[src/rtl/counter_pkg.sv]
// Shared definitions for the BCD counter family: FSM states, digit width and the
// clamp helper used when external digits are captured.
package counter_pkg;

    localparam int unsigned BCD_W = 4;
    localparam logic [BCD_W-1:0] BCD_MAX = 4'd9;

    typedef enum logic [1:0] {
        StIdle  = 2'd0,
        StRun   = 2'd1,
        StPause = 2'd2,
        StDone  = 2'd3
    } state_e;

    // Values 10..15 are not BCD; saturate them to 9 so every stored digit stays legal.
    function automatic logic [BCD_W-1:0] clamp_bcd(input logic [BCD_W-1:0] d);
        return (d > BCD_MAX) ? BCD_MAX : d;
    endfunction

endpackage

[src/rtl/bcd_digit_down.sv]
// One BCD digit that counts down 9..0 with wrap, a borrow out for chaining to the
// next more-significant digit, and a clamped parallel load that wins over decrement.
module bcd_digit_down
    import counter_pkg::*;
(
    input  logic             clock,
    input  logic             reset_n,
    input  logic             load,
    input  logic [BCD_W-1:0] load_val,
    input  logic             dec,
    output logic             borrow,
    output logic [BCD_W-1:0] digit
);

    logic [BCD_W-1:0] digit_q;
    logic [BCD_W-1:0] digit_d;

    // Borrow asserts when a decrement wraps this digit from 0 to 9.
    assign borrow = dec && (digit_q == '0);
    assign digit  = digit_q;

    // Next digit value: load beats decrement, decrement wraps 0 -> 9.
    always_comb begin
        digit_d = digit_q;
        if (load) begin
            digit_d = clamp_bcd(load_val);
        end else if (dec) begin
            digit_d = (digit_q == '0) ? BCD_MAX : digit_q - 1'b1;
        end
    end

    // Digit register.
    always_ff @(posedge clock or negedge reset_n) begin
        if (!reset_n) begin
            digit_q <= '0;
        end else begin
            digit_q <= digit_d;
        end
    end

endmodule

[src/rtl/bcd_countdown.sv]
// Loadable two-digit BCD down-counter with prescaled ticks, pause/resume, a one-cycle
// done pulse on reaching 00 and optional auto-reload for repeating intervals.
module bcd_countdown
    import counter_pkg::*;
#(
    parameter int unsigned TICK_DIV    = 1,
    parameter int unsigned AUTO_RELOAD = 0
) (
    input  logic             clock,
    input  logic             reset_n,
    input  logic             load,
    input  logic [BCD_W-1:0] load_lsb,
    input  logic [BCD_W-1:0] load_msb,
    input  logic             start,
    input  logic             pause,
    output logic [BCD_W-1:0] countLSB,
    output logic [BCD_W-1:0] countMSB,
    output logic             running,
    output logic             done
);

    localparam int unsigned PW = (TICK_DIV > 1) ? $clog2(TICK_DIV) : 1;
    localparam logic [PW-1:0] PRE_LAST = PW'(TICK_DIV - 1);

    state_e           state_q;
    state_e           state_d;
    logic [PW-1:0]    pre_q;
    logic [PW-1:0]    pre_d;
    logic [BCD_W-1:0] rel_lsb_q;
    logic [BCD_W-1:0] rel_msb_q;
    logic             done_q;
    logic             done_d;
    logic             running_q;

    logic [BCD_W-1:0] lsb;
    logic [BCD_W-1:0] msb;
    logic             lsb_borrow;
    logic             msb_borrow;
    logic             count_zero;
    logic             at_one;
    logic             reload_en;
    logic             tick;
    logic             reload_hit;
    logic             dig_load;
    logic             dec_en;
    logic [BCD_W-1:0] dig_lsb_val;
    logic [BCD_W-1:0] dig_msb_val;

    assign count_zero = (msb == '0) && (lsb == '0);
    // A tick while at 01 is the one that reaches 00.
    assign at_one     = (msb == '0) && (lsb == 4'd1);
    // A zero reload value would just re-trigger done forever, so treat it as one-shot.
    assign reload_en  = (AUTO_RELOAD != 0) && ((rel_msb_q != '0) || (rel_lsb_q != '0));

    // FSM next state, prescaler and tick generation; load > pause > start.
    always_comb begin
        state_d = state_q;
        pre_d   = pre_q;
        done_d  = 1'b0;
        tick    = 1'b0;
        if (load) begin
            state_d = StIdle;
            pre_d   = '0;
        end else begin
            unique case (state_q)
                StIdle: begin
                    if (start && !count_zero) begin
                        state_d = StRun;
                        pre_d   = '0;
                    end
                end
                StRun: begin
                    if (pause) begin
                        // Prescaler is held so resume neither loses nor repeats a tick.
                        state_d = StPause;
                    end else if (pre_q == PRE_LAST) begin
                        pre_d = '0;
                        if (!count_zero) begin
                            tick = 1'b1;
                            if (at_one) begin
                                done_d = 1'b1;
                                if (!reload_en) begin
                                    state_d = StDone;
                                end
                            end
                        end
                    end else begin
                        pre_d = pre_q + 1'b1;
                    end
                end
                StPause: begin
                    if (start && !pause) begin
                        state_d = StRun;
                    end
                end
                StDone: begin
                    state_d = StIdle;
                end
                default: begin
                    state_d = StIdle;
                end
            endcase
        end
    end

    // Digit load/decrement steering: external load, else reload on wrap-to-zero, else tick.
    always_comb begin
        reload_hit  = tick && at_one && reload_en;
        dig_load    = load || reload_hit;
        dec_en      = tick && !reload_hit;
        dig_lsb_val = load ? load_lsb : rel_lsb_q;
        dig_msb_val = load ? load_msb : rel_msb_q;
    end

    bcd_digit_down u_lsb (
        .clock    (clock),
        .reset_n  (reset_n),
        .load     (dig_load),
        .load_val (dig_lsb_val),
        .dec      (dec_en),
        .borrow   (lsb_borrow),
        .digit    (lsb)
    );

    bcd_digit_down u_msb (
        .clock    (clock),
        .reset_n  (reset_n),
        .load     (dig_load),
        .load_val (dig_msb_val),
        .dec      (lsb_borrow),
        .borrow   (msb_borrow),
        .digit    (msb)
    );

    // State, prescaler, reload value and registered status outputs.
    always_ff @(posedge clock or negedge reset_n) begin
        if (!reset_n) begin
            state_q   <= StIdle;
            pre_q     <= '0;
            rel_lsb_q <= '0;
            rel_msb_q <= '0;
            done_q    <= 1'b0;
            running_q <= 1'b0;
        end else begin
            state_q   <= state_d;
            pre_q     <= pre_d;
            done_q    <= done_d;
            running_q <= (state_d == StRun);
            if (load) begin
                rel_lsb_q <= clamp_bcd(load_lsb);
                rel_msb_q <= clamp_bcd(load_msb);
            end
        end
    end

    assign countLSB = lsb;
    assign countMSB = msb;
    assign running  = running_q;
    assign done     = done_q;

endmodule

[config.mk]
export PLATFORM = sky130hd
export DESIGN_NAME = bcd_countdown
export DESIGN_NICKNAME = d
export VERILOG_FILES = /design/src/rtl/counter_pkg.sv /design/src/rtl/bcd_digit_down.sv /design/src/rtl/bcd_countdown.sv
export SDC_FILE = /design/constraint.sdc
export NUM_CORES = 1
export LEC_CHECK = 0
export ABC_CLOCK_PERIOD_IN_PS = 1900
export BUFFER_PORTS_ARGS = -buffer_cell sky130_fd_sc_hd__buf_2
export CELL_PAD_IN_SITES_DETAIL_PLACEMENT = 0
export CELL_PAD_IN_SITES_GLOBAL_PLACEMENT = 2
export CORE_UTILIZATION = 27
export CTS_CLUSTER_SIZE = 14
export DETAILED_ROUTE_END_ITERATION = 10
export GPL_TIMING_DRIVEN = 1
export MAX_ROUTING_LAYER = met4
export PLACE_DENSITY = 0.84
export RECOVER_POWER = 25
export SLEW_MARGIN = 20
export SYNTH_ARGS = -nofsm -noshare
export SYNTH_HDL_FRONTEND = slang
export SYNTH_SLANG_ARGS = --single-unit
export TNS_END_PERCENT = 100
[constraint.sdc]
create_clock -name clock -period 1.9 [get_ports clock]
set_clock_uncertainty 0.1 [all_clocks]
set_input_delay 0.285 -clock clock [delete_from_list [all_inputs] [get_ports clock]]
set_output_delay 0.285 -clock clock [all_outputs]
set_load 0.05 [all_outputs]
[Yosys cells after proc, flatten, opt, wreduce, memory -nomap -nowiden]
Index checks and enable logic that the tools add are counted.
Storage, ports and cells
  register bits after elaboration: 21
  bits of input ports: 13
  output and inout bits: 10
  word-level logic and storage cells: 72
Cells by class
  $add $sub $neg: 3
  order comparisons: 4
  eq/ne operators: 7
  multiplexer cells: 36
  reductions and logical operators: 14
Operators with widths (number)
  $mux 4: 12
  $gt 4x4->1 const B: 4
  $mux 1: 15
  $mux 2: 7
  $logic_not 4->1: 2
  $pmux 2 s4: 1
  $sub 4x1->4 const B: 2
  $ne 3x3->1 const B: 2
  $logic_and 1x1->1: 5
  $eq 2x1->1 const B: 2
  $eq 2x2->1 const B: 2
  $eq 4x1->1 const B: 1
  $reduce_bool 2->1: 2
  $reduce_and 3->1: 1
  $reduce_bool 3->1: 1
  $logic_not 1->1: 2
  $logic_not 2->1: 1
  $pmux 1 s2: 1
  $add 1x1->1 const B: 1

[Longest topological paths before layout]
Gate-level depths: netlist (run 1).
  depth after elaboration: 10
  gate-level depth with buffers: 5
  depth with buffers taken out: 4

[Modules after synthesis]
Synthesis (run 1) repeated with hierarchy kept, for this count alone.
Second synthesis, totals
  cell total of the unflattened synthesis: 113
  area, all modules: 1109.8 sq um
Modules (own cells, without submodules)
  bcd_countdown: instances 1, cells an instance 67, area each 619.3 sq um, seq. area each 300.3 sq um
  bcd_digit_down: instances 2, cells an instance 23, area each 245.2 sq um, seq. area each 100.1 sq um

[Worst setup path after synthesis (run 1)]
OpenSTA, ideal clock, no wires.
  path type: flip-flop to flip-flop
  start point: register u_lsb.digit_q[0] (netlist: u_lsb.digit[0])
  end point: register u_msb.digit_q[2] (netlist: u_msb.digit[2])
  library setup time: 125 ps
  data arrival time: 1669 ps
  required time: 1675 ps
  setup slack: 7 ps
  cell stages (with the launch flop): 6
  path buffers: 1
  clock period less this slack: 1893 ps
  cell sequence: dfrtp_1 or4b_1 buf_2 nor4_4 mux2i_1 o21ai_1
On the way
  longest elaborated chain between the ends: 9
RTL lines
  start, declared: RTL line bcd_digit_down.sv:15  | logic [BCD_W-1:0] digit_q;
  start signal, assigned: RTL line bcd_digit_down.sv:37  | digit_q <= digit_d;
  $logic_not 4->1 *: RTL line bcd_digit_down.sv:19, bcd_countdown.sv:49
  $logic_and 1x1->1: RTL line bcd_countdown.sv:49  | assign count_zero = (msb == '0) && (lsb == '0);
  $mux 1: RTL line bcd_countdown.sv:78  | if (!count_zero) begin
  $mux 1: RTL line bcd_countdown.sv:76  | end else if (pre_q == PRE_LAST) begin
  $mux 1: RTL line bcd_countdown.sv:73  | if (pause) begin
  $mux 1: RTL line bcd_countdown.sv:65  | unique case (state_q)
  $mux 1: RTL line bcd_countdown.sv:61  | if (load) begin
  $logic_and 1x1->1 *: RTL line bcd_digit_down.sv:19  | assign borrow = dec && (digit_q == '0);
  $reduce_bool 2->1 (no line) *
  end signal, assigned: RTL line bcd_digit_down.sv:37
  end, declared: RTL line bcd_digit_down.sv:15
Every way passes the cells marked *; elsewhere a longest branch is shown, timed or not.
A chain may end at the register's enable or synchronous reset.

[Final worst setup path (run 1)]
  start point: register u_msb.digit_q[0] (netlist: u_msb.digit[0])
  end point: register running_q (netlist: running)
On the way
  longest elaborated chain between the ends: 9
  elaborated cells on any way between the ends: 13
  classes of those cells: 1 x eq/ne; 7 x mux; 5 x reduce/logical
RTL lines
  $logic_not 4->1 *: RTL line bcd_countdown.sv:49, bcd_countdown.sv:51
  $logic_and 1x1->1: RTL line bcd_countdown.sv:51  | assign at_one = (msb == '0) && (lsb == 4'd1);
  $mux 2: RTL line bcd_countdown.sv:80  | if (at_one) begin
  $mux 2: RTL line bcd_countdown.sv:78
  $mux 2: RTL line bcd_countdown.sv:76
  $mux 2: RTL line bcd_countdown.sv:73
  $pmux 2 s4 *: RTL line bcd_countdown.sv:65
  $mux 2 *: RTL line bcd_countdown.sv:61
  via state_d[0]: RTL line bcd_countdown.sv:26  | state_e state_d;
  $eq 2x1->1 *: RTL line bcd_countdown.sv:148  | running_q <= (state_d == StRun);
  end signal, assigned: RTL line bcd_countdown.sv:148
  end, declared: RTL line bcd_countdown.sv:33  | logic running_q;
The timed path passes the listed nets; every way through them passes the cells marked *.

==> flow_metrics.py, run 1 <==
metrics = {
    "clock_network": {
        "cts_root_buf": "clkbuf_4",
        "tritoncts": "yes",
        "clkLatencyLatePin_ns": 0.28,
        "postCtsSetupRepairBufs": 0,
        "h-tree-depth": 1,
        "cts_buffer_depth": 2,
        "clk_pin_slew_ns": 0.08,
        "cts_sinks": 12,
        "numCtsBuffers": 3,
    },
    "synth": {
        "ys_warn_count": 0,
        "yosysSeqAreaShare_pct": 42.9,
        "synthCells": 80,
        "syn_area_um2": 701,
        "ys_ff_latch": 12,
        "synthDistinctLibCells": 31,
        "syn_nets": 93,
        "syn_avg_cell_area_um2": 8.76,
    },
    "placement": {
        "place_ws_ns": 0.0854,
        "hpwl_um": 1230,
        "dpl_cell_area_um2": 870,
        "portBuffers": 22,
        "dp.cells": 133,
        "gp_congestion": 0.748,
    },
    "worst_setup_path": {
        "cp_max_fo": 6,
        "slowest_stage": "or4_1",
        "r2r_start": "u_msb.digit[0]$_DFFE_PN0P_",
        "cp.depth": 4,
        "worst_r2r_path_depth": 4,
        "critPathTopFamily": "simple AND/OR/NAND/NOR gates",
        "critical_path_class": "reg -> reg",
        "required_ns": 1.98,
        "cp_num_buf_inv": 0,
        "crit_chain": "or4_1 -> nor3_1 -> o32ai_1 -> and2_1",
        "rr_endpoint": "running$_DFF_PN0_",
        "arrival_ns": 1.79,
        "slowest_delay_ns": 0.55,
        "startpoint_type": "flop",
        "critPathLaunch": "u_msb.digit[0]$_DFFE_PN0P_",
        "endpoint_kind": "flop",
        "crit_path_end": "running$_DFF_PN0_",
        "rrSetupSlack_ns": 0.19,
    },
    "timing": {
        "slew_violations": 0,
        "setup_ws_ns": 0.190,
        "layout_min_cycle_time_ns": 1.71,
        "slew_headroom_pct": 54.0,
        "fmax_mhz": 585,
        "setup_viol": 0,
        "min_period_over_period_pct": 90.0,
        "finalHoldViolations": 0,
        "rsz0062_at_grt": "no",
        "tightest_slew_ns": 0.690,
        "finalSetupTns_ns": 0,
    },
    "floorplanning": {
        "fp.dieH_um": 52.9,
        "die_w_um": 52.9,
        "pin_count": 23,
        "die_area_mm2": 0.00280,
        "initial_core_util_pct": 28.5,
        "fp-row-count": 18,
        "fp.coreArea_mm2": 0.00245,
    },
    "routing": {
        "vias_per_cell": 5.00,
        "drt_iter0_drc": 9,
        "wl_um": 1620,
        "drc": 0,
        "ant_nets": 0,
        "wire_per_inst_um": 11.8,
        "dr.pass1.iters": 2,
        "dr_total_vias": 690,
    },
    "grt": {
        "grt_pass1_vias": 583,
        "grt_pass1_wl_um": 2660,
        "antenna_found_initial": 0,
        "grt_max_degree": 20,
        "grt.overflow.total": 0,
        "grt_usage_pct": 14.2,
    },
    "min_path": {
        "hold_path_class": "in -> reg",
    },
    "finish": {
        "fin_nets": 122,
        "drive_gt1_share_pct": 30.6,
        "stdcell_count": 138,
        "fillers": 270,
        "final_area_um2": 918,
        "diodes": 0,
        "synthToLayoutAreaGrowth_pct": 31.1,
    },
    "power_and_ir_drop": {
        "leakagePower_nw": 0.401,
        "fin_total_pwr_w": 0.000724,
        "powerDensity_mw_per_mm2": 788,
        "ir_drop_uv": 465,
    },
    "flow_run": {
        "drv_cap": 0,
    },
    "outcome": {
        "outcome": "complete, no violations",
    },
}
cells in the final DEF (no fill, tap or decap), types with 2 or more instances in the layout:
cell and count:
buf_2 21, dfrtp_1 12, nand2_1 10, nor2_1 9, o21ai_0 7, buf_4 5, nor3_1 4, nor2b_1 4
nand3b_1 3, clkbuf_4 3, nand2b_1 2, nor4_1 2, a31oi_1 2, a21oi_1 2, mux2i_1 2, o21ai_1 2
layer usage:
metal  vias to the layer above  track usage (%)  share of wire, %
li1                        346                -                 -
met3                         2             6.03               5.3
met5                         -                -                 0
met2                        18             19.6                45
met1                       324             18.2                49
met4                         0             5.26              0.68
cell usage after synthesis:
| cell | n | area, µm² |
|---|---|---|
| dfrtp_1 | 12 | 300 |
| nand2_1 | 10 | 37.5 |
| nor2_1 | 9 | 33.8 |
| o21ai_0 | 7 | 35.0 |
| nor2b_1 | 4 | 25.0 |
| nor3_1 | 4 | 20.0 |
| nand3b_1 | 3 | 22.5 |
| a21oi_1 | 2 | 10.0 |
| a31oi_1 | 2 | 12.5 |
| clkbuf_1 | 2 | 7.51 |
| mux2i_1 | 2 | 20.0 |
| nand2b_1 | 2 | 12.5 |
| nor4_1 | 2 | 12.5 |
| o21ai_1 | 2 | 10.0 |
| a21boi_0 | 1 | 7.51 |
| a22oi_1 | 1 | 7.51 |
| a2bb2oi_1 | 1 | 8.76 |
| and2_1 | 1 | 6.26 |
| buf_1 | 1 | 3.75 |
| buf_2 | 1 | 5.00 |
| inv_1 | 1 | 3.75 |
| nor3_2 | 1 | 10.0 |
| nor4_4 | 1 | 21.3 |
| nor4b_1 | 1 | 8.76 |
| o21a_1 | 1 | 7.51 |
| o311a_1 | 1 | 10.0 |
| o32ai_1 | 1 | 8.76 |
| o41ai_1 | 1 | 8.76 |
| or3_1 | 1 | 6.26 |
| or4_1 | 1 | 7.51 |
| or4b_1 | 1 | 10.0 |
area by class of cell:
class                           instances  area, µm²  area share [%]
Multi-Input combinational cell         63        384            41.8
Sequential cell                        12        300            32.7
Timing Repair Buffer                   28        156            17.0
Tap cell                               30       37.5            4.09
Clock buffer                            4       36.3            3.95
Inverter                                1       3.75           0.409
sequential cells by signal, indices dropped and copies added, names as in the netlist:
name,flops
state_q,2
u_lsb.digit,4
done,1
u_msb.digit,4
running,1
worst min-delay path by stage:
stage,startpoint,end,slack [ns],cells past startpoint
3_5_place_dp,reset_n,running$_DFF_PN0_,0.09,1
3_3_place_gp,reset_n,state_q[0]$_DFF_PN0_,0.08,1
4_1_cts,load_msb[3],u_msb.digit[3]$_DFFE_PN0P_,0.12,3
6_report,load_msb[1],u_msb.digit[1]$_DFFE_PN0P_,0.13,3
2_1_floorplan,reset_n,done$_DFF_PN0_,-0.11,0
5_1_grt,load_msb[3],u_msb.digit[3]$_DFFE_PN0P_,0.12,3
stage by stage:
step | hold slack, ns | utilization, %
after floorplan | -0.111 | -
after global placement | 0.0825 | 35.4
after detailed placement | 0.0907 | 35.4
after CTS | 0.123 | 37.3
after global routing | 0.121 | 37.4
final | 0.130 | 37.4
power by group:
| part | switching [W] | internal (W) |
|---|---|---|
| logic | 0.000140 | 0.0000716 |
| registers | 0.0000256 | 0.000277 |
| clock network | 0.0000933 | 0.000117 |
| total | 0.000258 | 0.000465 |
tightest hold or removal path, cell delays in order:
cell     delay, ns
buf_2         0.09
nand2_1       0.04
o21ai_1       0.06
what timing repair did:
action	in CTS	in global routing
hold buffers	1	0
resized for setup	0	1
endpoints found under the setup margin	0	2
hold endpoints to repair	12	0
logic make-up after synthesis:
group / share of synthesized area [%]
and+or+nand+nor: 33.4
AOI/OAI and AO/OA: 18.0
DFF: 42.9
buffers and inverters: 2.86
muxes: 2.86
Note: power is estimated with default switching activity, not from simulation.
==> run 2, diff against run 1 <==
Settings changed: ABC_CLOCK_PERIOD_IN_PS 1900 to 1800, CELL_PAD_IN_SITES_GLOBAL_PLACEMENT 2 to 1, CORE_UTILIZATION 27 to 34, PLACE_DENSITY 0.84 to 0.83.
Clock period 1.9 ns to 1.8 ns, I/O delays scaled along.
==> run 2 against run 1 <==
Wire length rose by 0.80%. Worst hold slack got worse by 0.017 ns. Setup slack got worse by 0.091 ns. First-iteration DRC count rose by 22%. Critical endpoint unchanged. Largest cell class unchanged.
==> flow_metrics.py, run 2 (synthesis results as in run 1) <==
metrics = {
    "power_and_ir_drop": {
        "ir_drop_uv": 437,
        "fin_total_pwr_w": 0.000774,
        "leakagePower_nw": 0.429,
        "powerDensity_mw_per_mm2": 803,
    },
    "placement": {
        "gp_congestion": 0.752,
        "dpl_cell_area_um2": 915,
        "portBuffers": 22,
        "hpwl_um": 1280,
        "dp.cells": 136,
    },
    "timing": {
        "finalHoldViolations": 0,
        "finalSetupTns_ns": 0,
        "fmax_mhz": 588,
        "rsz0062_at_grt": "no",
        "setup_viol": 0,
        "min_period_over_period_pct": 94.5,
        "slew_headroom_pct": 55.0,
        "slew_violations": 0,
        "layout_min_cycle_time_ns": 1.70,
        "tightest_slew_ns": 0.675,
    },
    "worst_setup_path": {
        "startpoint_type": "flop",
        "rr_endpoint": "running$_DFF_PN0_",
        "arrival_ns": 1.77,
        "cp_max_fo": 7,
        "required_ns": 1.87,
        "critical_path_class": "reg -> reg",
        "rrSetupSlack_ns": 0.1,
        "r2r_start": "u_msb.digit[0]$_DFFE_PN0P_",
        "worst_r2r_path_depth": 4,
        "endpoint_kind": "flop",
    },
    "finish": {
        "final-seq-area_um2": 304,
        "drive_gt1_share_pct": 36.8,
        "final_area_um2": 963,
        "synthToLayoutAreaGrowth_pct": 37.5,
        "fin_util_pct": 49.6,
        "fillers": 211,
        "fin_nets": 128,
        "final_cell_mix": "buf_2, buf_4, nand2_1, nor2_1, dfrtp_1",
        "diodes": 0,
        "final_common_cell": "buf_2",
        "multi_input_area_um2": 384,
        "stdcell_count": 141,
    },
    "clock_network": {
        "numCtsBuffers": 3,
        "cts_buffer_depth": 2,
        "tritoncts": "yes",
        "clk_pin_slew_ns": 0.07,
        "postCtsSetupRepairBufs": 0,
        "h-tree-depth": 1,
        "cts_sinks": 12,
        "cts_root_buf": "clkbuf_4",
        "clkLatencyLatePin_ns": 0.27,
    },
    "routing": {
        "drt_iter0_drc": 11,
        "wire_per_inst_um": 11.6,
        "dr_total_vias": 703,
        "dr.pass1.iters": 4,
        "drc": 0,
        "wl_um": 1640,
        "ant_nets": 0,
        "vias_per_cell": 4.99,
    },
    "flow_run": {
        "drv_cap": 0,
    },
    "floorplanning": {
        "die_w_um": 47.4,
        "pin_count": 23,
        "initial_core_util_pct": 36.1,
        "die_area_mm2": 0.00225,
        "fp-row-count": 16,
        "fp.dieH_um": 47.4,
        "fp.coreArea_mm2": 0.00194,
    },
    "grt": {
        "grt_usage_pct": 17.7,
        "grt-busiest-layer": "met2",
        "grt_max_degree": 20,
        "grt_pass1_wl_um": 2570,
        "antenna_found_initial": 0,
        "use_met2_pct": 24.1,
        "grt_pass1_vias": 613,
        "grt.overflow.total": 0,
        "globalRouteMet3Util_pct": 3.46,
        "grt_use_met1_pct": 23.1,
    },
    "min_path": {
        "hold_path_class": "in -> reg",
        "holdPathEnd": "u_msb.digit[2]$_DFFE_PN0P_",
        "min-delay-start": "load_msb[2]",
        "whs_path_depth": 3,
    },
    "outcome": {
        "outcome": "complete, no violations",
    },
}
## run 2: metrics by stage
stage	setup slack, ns	hold WS [ns]
4_1_cts	0.0826	0.109
3_3_place_gp	0.0700	0.0609
2_1_floorplan	-0.0438	-0.126
6_report	0.0990	0.113
5_1_grt	0.00420	0.126
3_5_place_dp	0.0103	0.0647
## run 2: critical path, stage by stage (launching register included)
cell and delay (ns):
dfrtp_2 0.44, or4_1 0.54, nor3_1 0.21, o32ai_1 0.13, and2_1 0.17
## run 2: routing by layer
metal / vias to the layer above / routed length, µm
met4: 0 / 61
met3: 7 / 84
met1: 307 / 786
met2: 27 / 704
met5: - / 0
li1: 362 / -
## run 2: where the power goes
part,internal [W],switching [W],leakage (nW)
Clock,0.000123,0.0000908,0.0210
Sequential,0.000294,0.0000185,0.147
Combinational,0.0000881,0.000160,0.261
## run 2: repair_timing
action	in CTS	in global routing
gates resized for setup	1	0
hold endpoints to repair	12	0
hold buffers	1	0
pin swaps	0	1
setup endpoints to repair	1	1
## run 2: area by class of cell
type / instances / area share, %
flip-flops and latches: 12 / 31.6
clock buffers: 4 / 3.77
inverters: 1 / 0.390
well taps: 27 / 3.51
repair buffers: 34 / 20.9
multi-input cells: 63 / 39.9
## run 2: worst max-delay path by stage
stage	cells past startpoint	startpoint	to	slack [ns]
floorplan	4	u_lsb.digit[1]$_DFFE_PN0P_	u_msb.digit[2]$_DFFE_PN0P_	-0.04
detailed placement	4	state_q[1]$_DFF_PN0_	u_msb.digit[2]$_DFFE_PN0P_	0.01
global route	4	state_q[1]$_DFF_PN0_	u_msb.digit[2]$_DFFE_PN0P_	0.004
global placement	5	pause	u_msb.digit[2]$_DFFE_PN0P_	0.07
CTS	4	u_msb.digit[0]$_DFFE_PN0P_	running$_DFF_PN0_	0.08
finish	4	u_msb.digit[0]$_DFFE_PN0P_	running$_DFF_PN0_	0.1
==> run 3, diff against run 2 <==
Settings changed: ABC_CLOCK_PERIOD_IN_PS 1800 to 2150, CORE_MARGIN set to 2, CORE_UTILIZATION 34 to 36, PLACE_DENSITY 0.83 to 0.87.
Clock period 1.8 ns to 2.15 ns, I/O delays scaled along.
==> run 3 against run 2 <==
Fmax decreased by 6.5%. Critical path depth did not move. Global-route usage shrank 1.9 points. Core utilization fell by 1.5 points. Combinational power is 33% lower. Clock power is 35% lower. Wire length decreased by 8.2%. Sequential power fell by 12%. Die area rose by 3.1%.
==> flow_metrics.py, run 3 (synthesis results as in run 1) <==
metrics = {
    "outcome": {
        "outcome": "complete, no violations",
    },
    "grt": {
        "grt_max_degree": 20,
        "grt_pass1_vias": 530,
        "grt_pass1_wl_um": 2390,
        "grt_usage_pct": 15.8,
        "grt.overflow.total": 0,
        "antenna_found_initial": 0,
    },
    "placement": {
        "dpl_cell_area_um2": 826,
        "portBuffers": 22,
        "place_ws_ns": 0.306,
        "hpwl_um": 1120,
        "gp_congestion": 0.777,
    },
    "routing": {
        "dr_total_vias": 651,
        "wl_met3_um": 89,
        "drc": 0,
        "drt_iter0_drc": 12,
        "maxUsedRoutingLayer": "met4",
        "wl_um": 1500,
        "dr.pass1.iters": 4,
        "wire_per_inst_um": 11.8,
        "wl_met1_um": 731,
        "vias_per_cell": 5.13,
        "met2_length_um": 670,
        "ant_nets": 0,
    },
    "timing": {
        "setup_viol": 0,
        "finalHoldViolations": 0,
        "layout_min_cycle_time_ns": 1.82,
        "setup_ws_ns": 0.331,
        "slew_headroom_pct": 53.6,
        "min_period_over_period_pct": 84.6,
        "tightest_slew_ns": 0.695,
        "finalSetupTns_ns": 0,
        "rsz0062_at_grt": "no",
        "fmax_mhz": 550,
        "slew_violations": 0,
    },
    "floorplanning": {
        "fp.coreArea_mm2": 0.00178,
        "die_w_um": 48.1,
        "fp-row-count": 15,
        "fp.dieH_um": 48.1,
        "initial_core_util_pct": 39.3,
        "die_area_mm2": 0.00232,
        "pin_count": 23,
    },
    "worst_setup_path": {
        "r2r_start": "state_q[1]$_DFF_PN0_",
        "arrival_ns": 1.87,
        "endpoint_kind": "flop",
        "critPathLaunch": "state_q[1]$_DFF_PN0_",
        "cp_max_fo": 7,
        "startpoint_type": "flop",
        "slowest_delay_ns": 0.69,
        "worst_r2r_path_depth": 4,
        "required_ns": 2.20,
        "crit_chain": "or4b_1 -> nor4_4 -> mux2i_1 -> o21ai_1",
        "slowest_stage": "or4b_1",
        "critical_path_class": "reg -> reg",
    },
    "finish": {
        "fillers": 192,
        "final_common_cell": "buf_2",
        "final_cell_mix": "buf_2, dfrtp_1, nand2_1, nor2_1, o21ai_0",
        "final_area_um2": 857,
        "fin_nets": 117,
        "drive_gt1_share_pct": 25.5,
        "synthToLayoutAreaGrowth_pct": 22.3,
        "diodes": 0,
    },
    "min_path": {
        "hold_path_class": "in -> reg",
        "whs_path_depth": 3,
        "min-delay-start": "load_msb[3]",
    },
    "clock_network": {
        "cts_root_buf": "clkbuf_4",
        "clk_pin_slew_ns": 0.07,
        "h-tree-depth": 1,
        "numCtsBuffers": 3,
        "tritoncts": "yes",
        "cts_buffer_depth": 2,
        "cts_sinks": 12,
        "clkLatencyLatePin_ns": 0.27,
        "postCtsSetupRepairBufs": 0,
        "hold_buffers": 1,
        "cts-resized-gates": 0,
    },
    "power_and_ir_drop": {
        "powerDensity_mw_per_mm2": 674,
        "ir_drop_uv": 360,
        "leakagePower_nw": 0.368,
    },
    "flow_run": {
        "drv_cap": 0,
    },
}
-- run 3: changes by cell type in the layout (fill, tap and decap cells not counted) --
| cell | change |
|---|---|
| dfrtp_2 | -3 |
| or4b_1 | +1 |
| buf_4 | -11 |
| clkbuf_8 | -1 |
| or4b_4 | -1 |
| dfrtp_1 | +3 |
-- run 3: critical path, delay by kind of cell, from the launching register on --
family	cells	cell delay, ns
and+or+nand+nor	2	0.89
DFF	1	0.42
muxes	1	0.22
AOI/OAI and AO/OA	1	0.07
-- run 3: cell type report --
| class | instances | area, µm² | share of cell area (%) |
|---|---|---|---|
| sequential | 12 | 300 | 35.0 |
| clock buffer | 3 | 22.5 | 2.63 |
| timing repair buffer | 23 | 119 | 13.9 |
| multi-input combinational | 63 | 380 | 44.4 |
| inverter | 1 | 3.75 | 0.438 |
| tap | 25 | 31.3 | 3.65 |
-- run 3: metrics by stage --
step | total power [W] | instances | util [%] | hold WS, ns
4_1_cts | 0.000581 | 127 | 48.1 | 0.166
3_5_place_dp | 0.000443 | 123 | 46.3 | 0.118
3_3_place_gp | 0.000441 | 123 | 46.3 | 0.114
5_1_grt | 0.000611 | 127 | 48.1 | 0.185
6_report | 0.000577 | 127 | 48.1 | 0.167
2_1_floorplan | 0.000394 | 80 | - | -0.0731
-- run 3: final timing paths --
kind,to,slack [ns]
max,u_msb.digit[2]$_DFFE_PN0P_,0.33
min,u_msb.digit[3]$_DFFE_PN0P_,0.17
max reg2reg,u_msb.digit[2]$_DFFE_PN0P_,0.33
min reg2reg,done$_DFF_PN0_,0.48
max in group asynchronous,u_lsb.digit[1]$_DFFE_PN0P_,1.01
min in group asynchronous,state_q[1]$_DFF_PN0_,0.50
-- run 3: report_power, final --
part           switching, W  internal [W]  leakage [nW]
sequential        0.0000286      0.000245         0.150
clock             0.0000746     0.0000648        0.0138
combinational      0.000113     0.0000517         0.204
-- run 3: per-layer routing --
layer	global-route usage (%)	up-vias
met3	6.67	2
met5	-	-
li1	-	339
met1	22.5	288
met4	4.86	0
met2	20.0	22
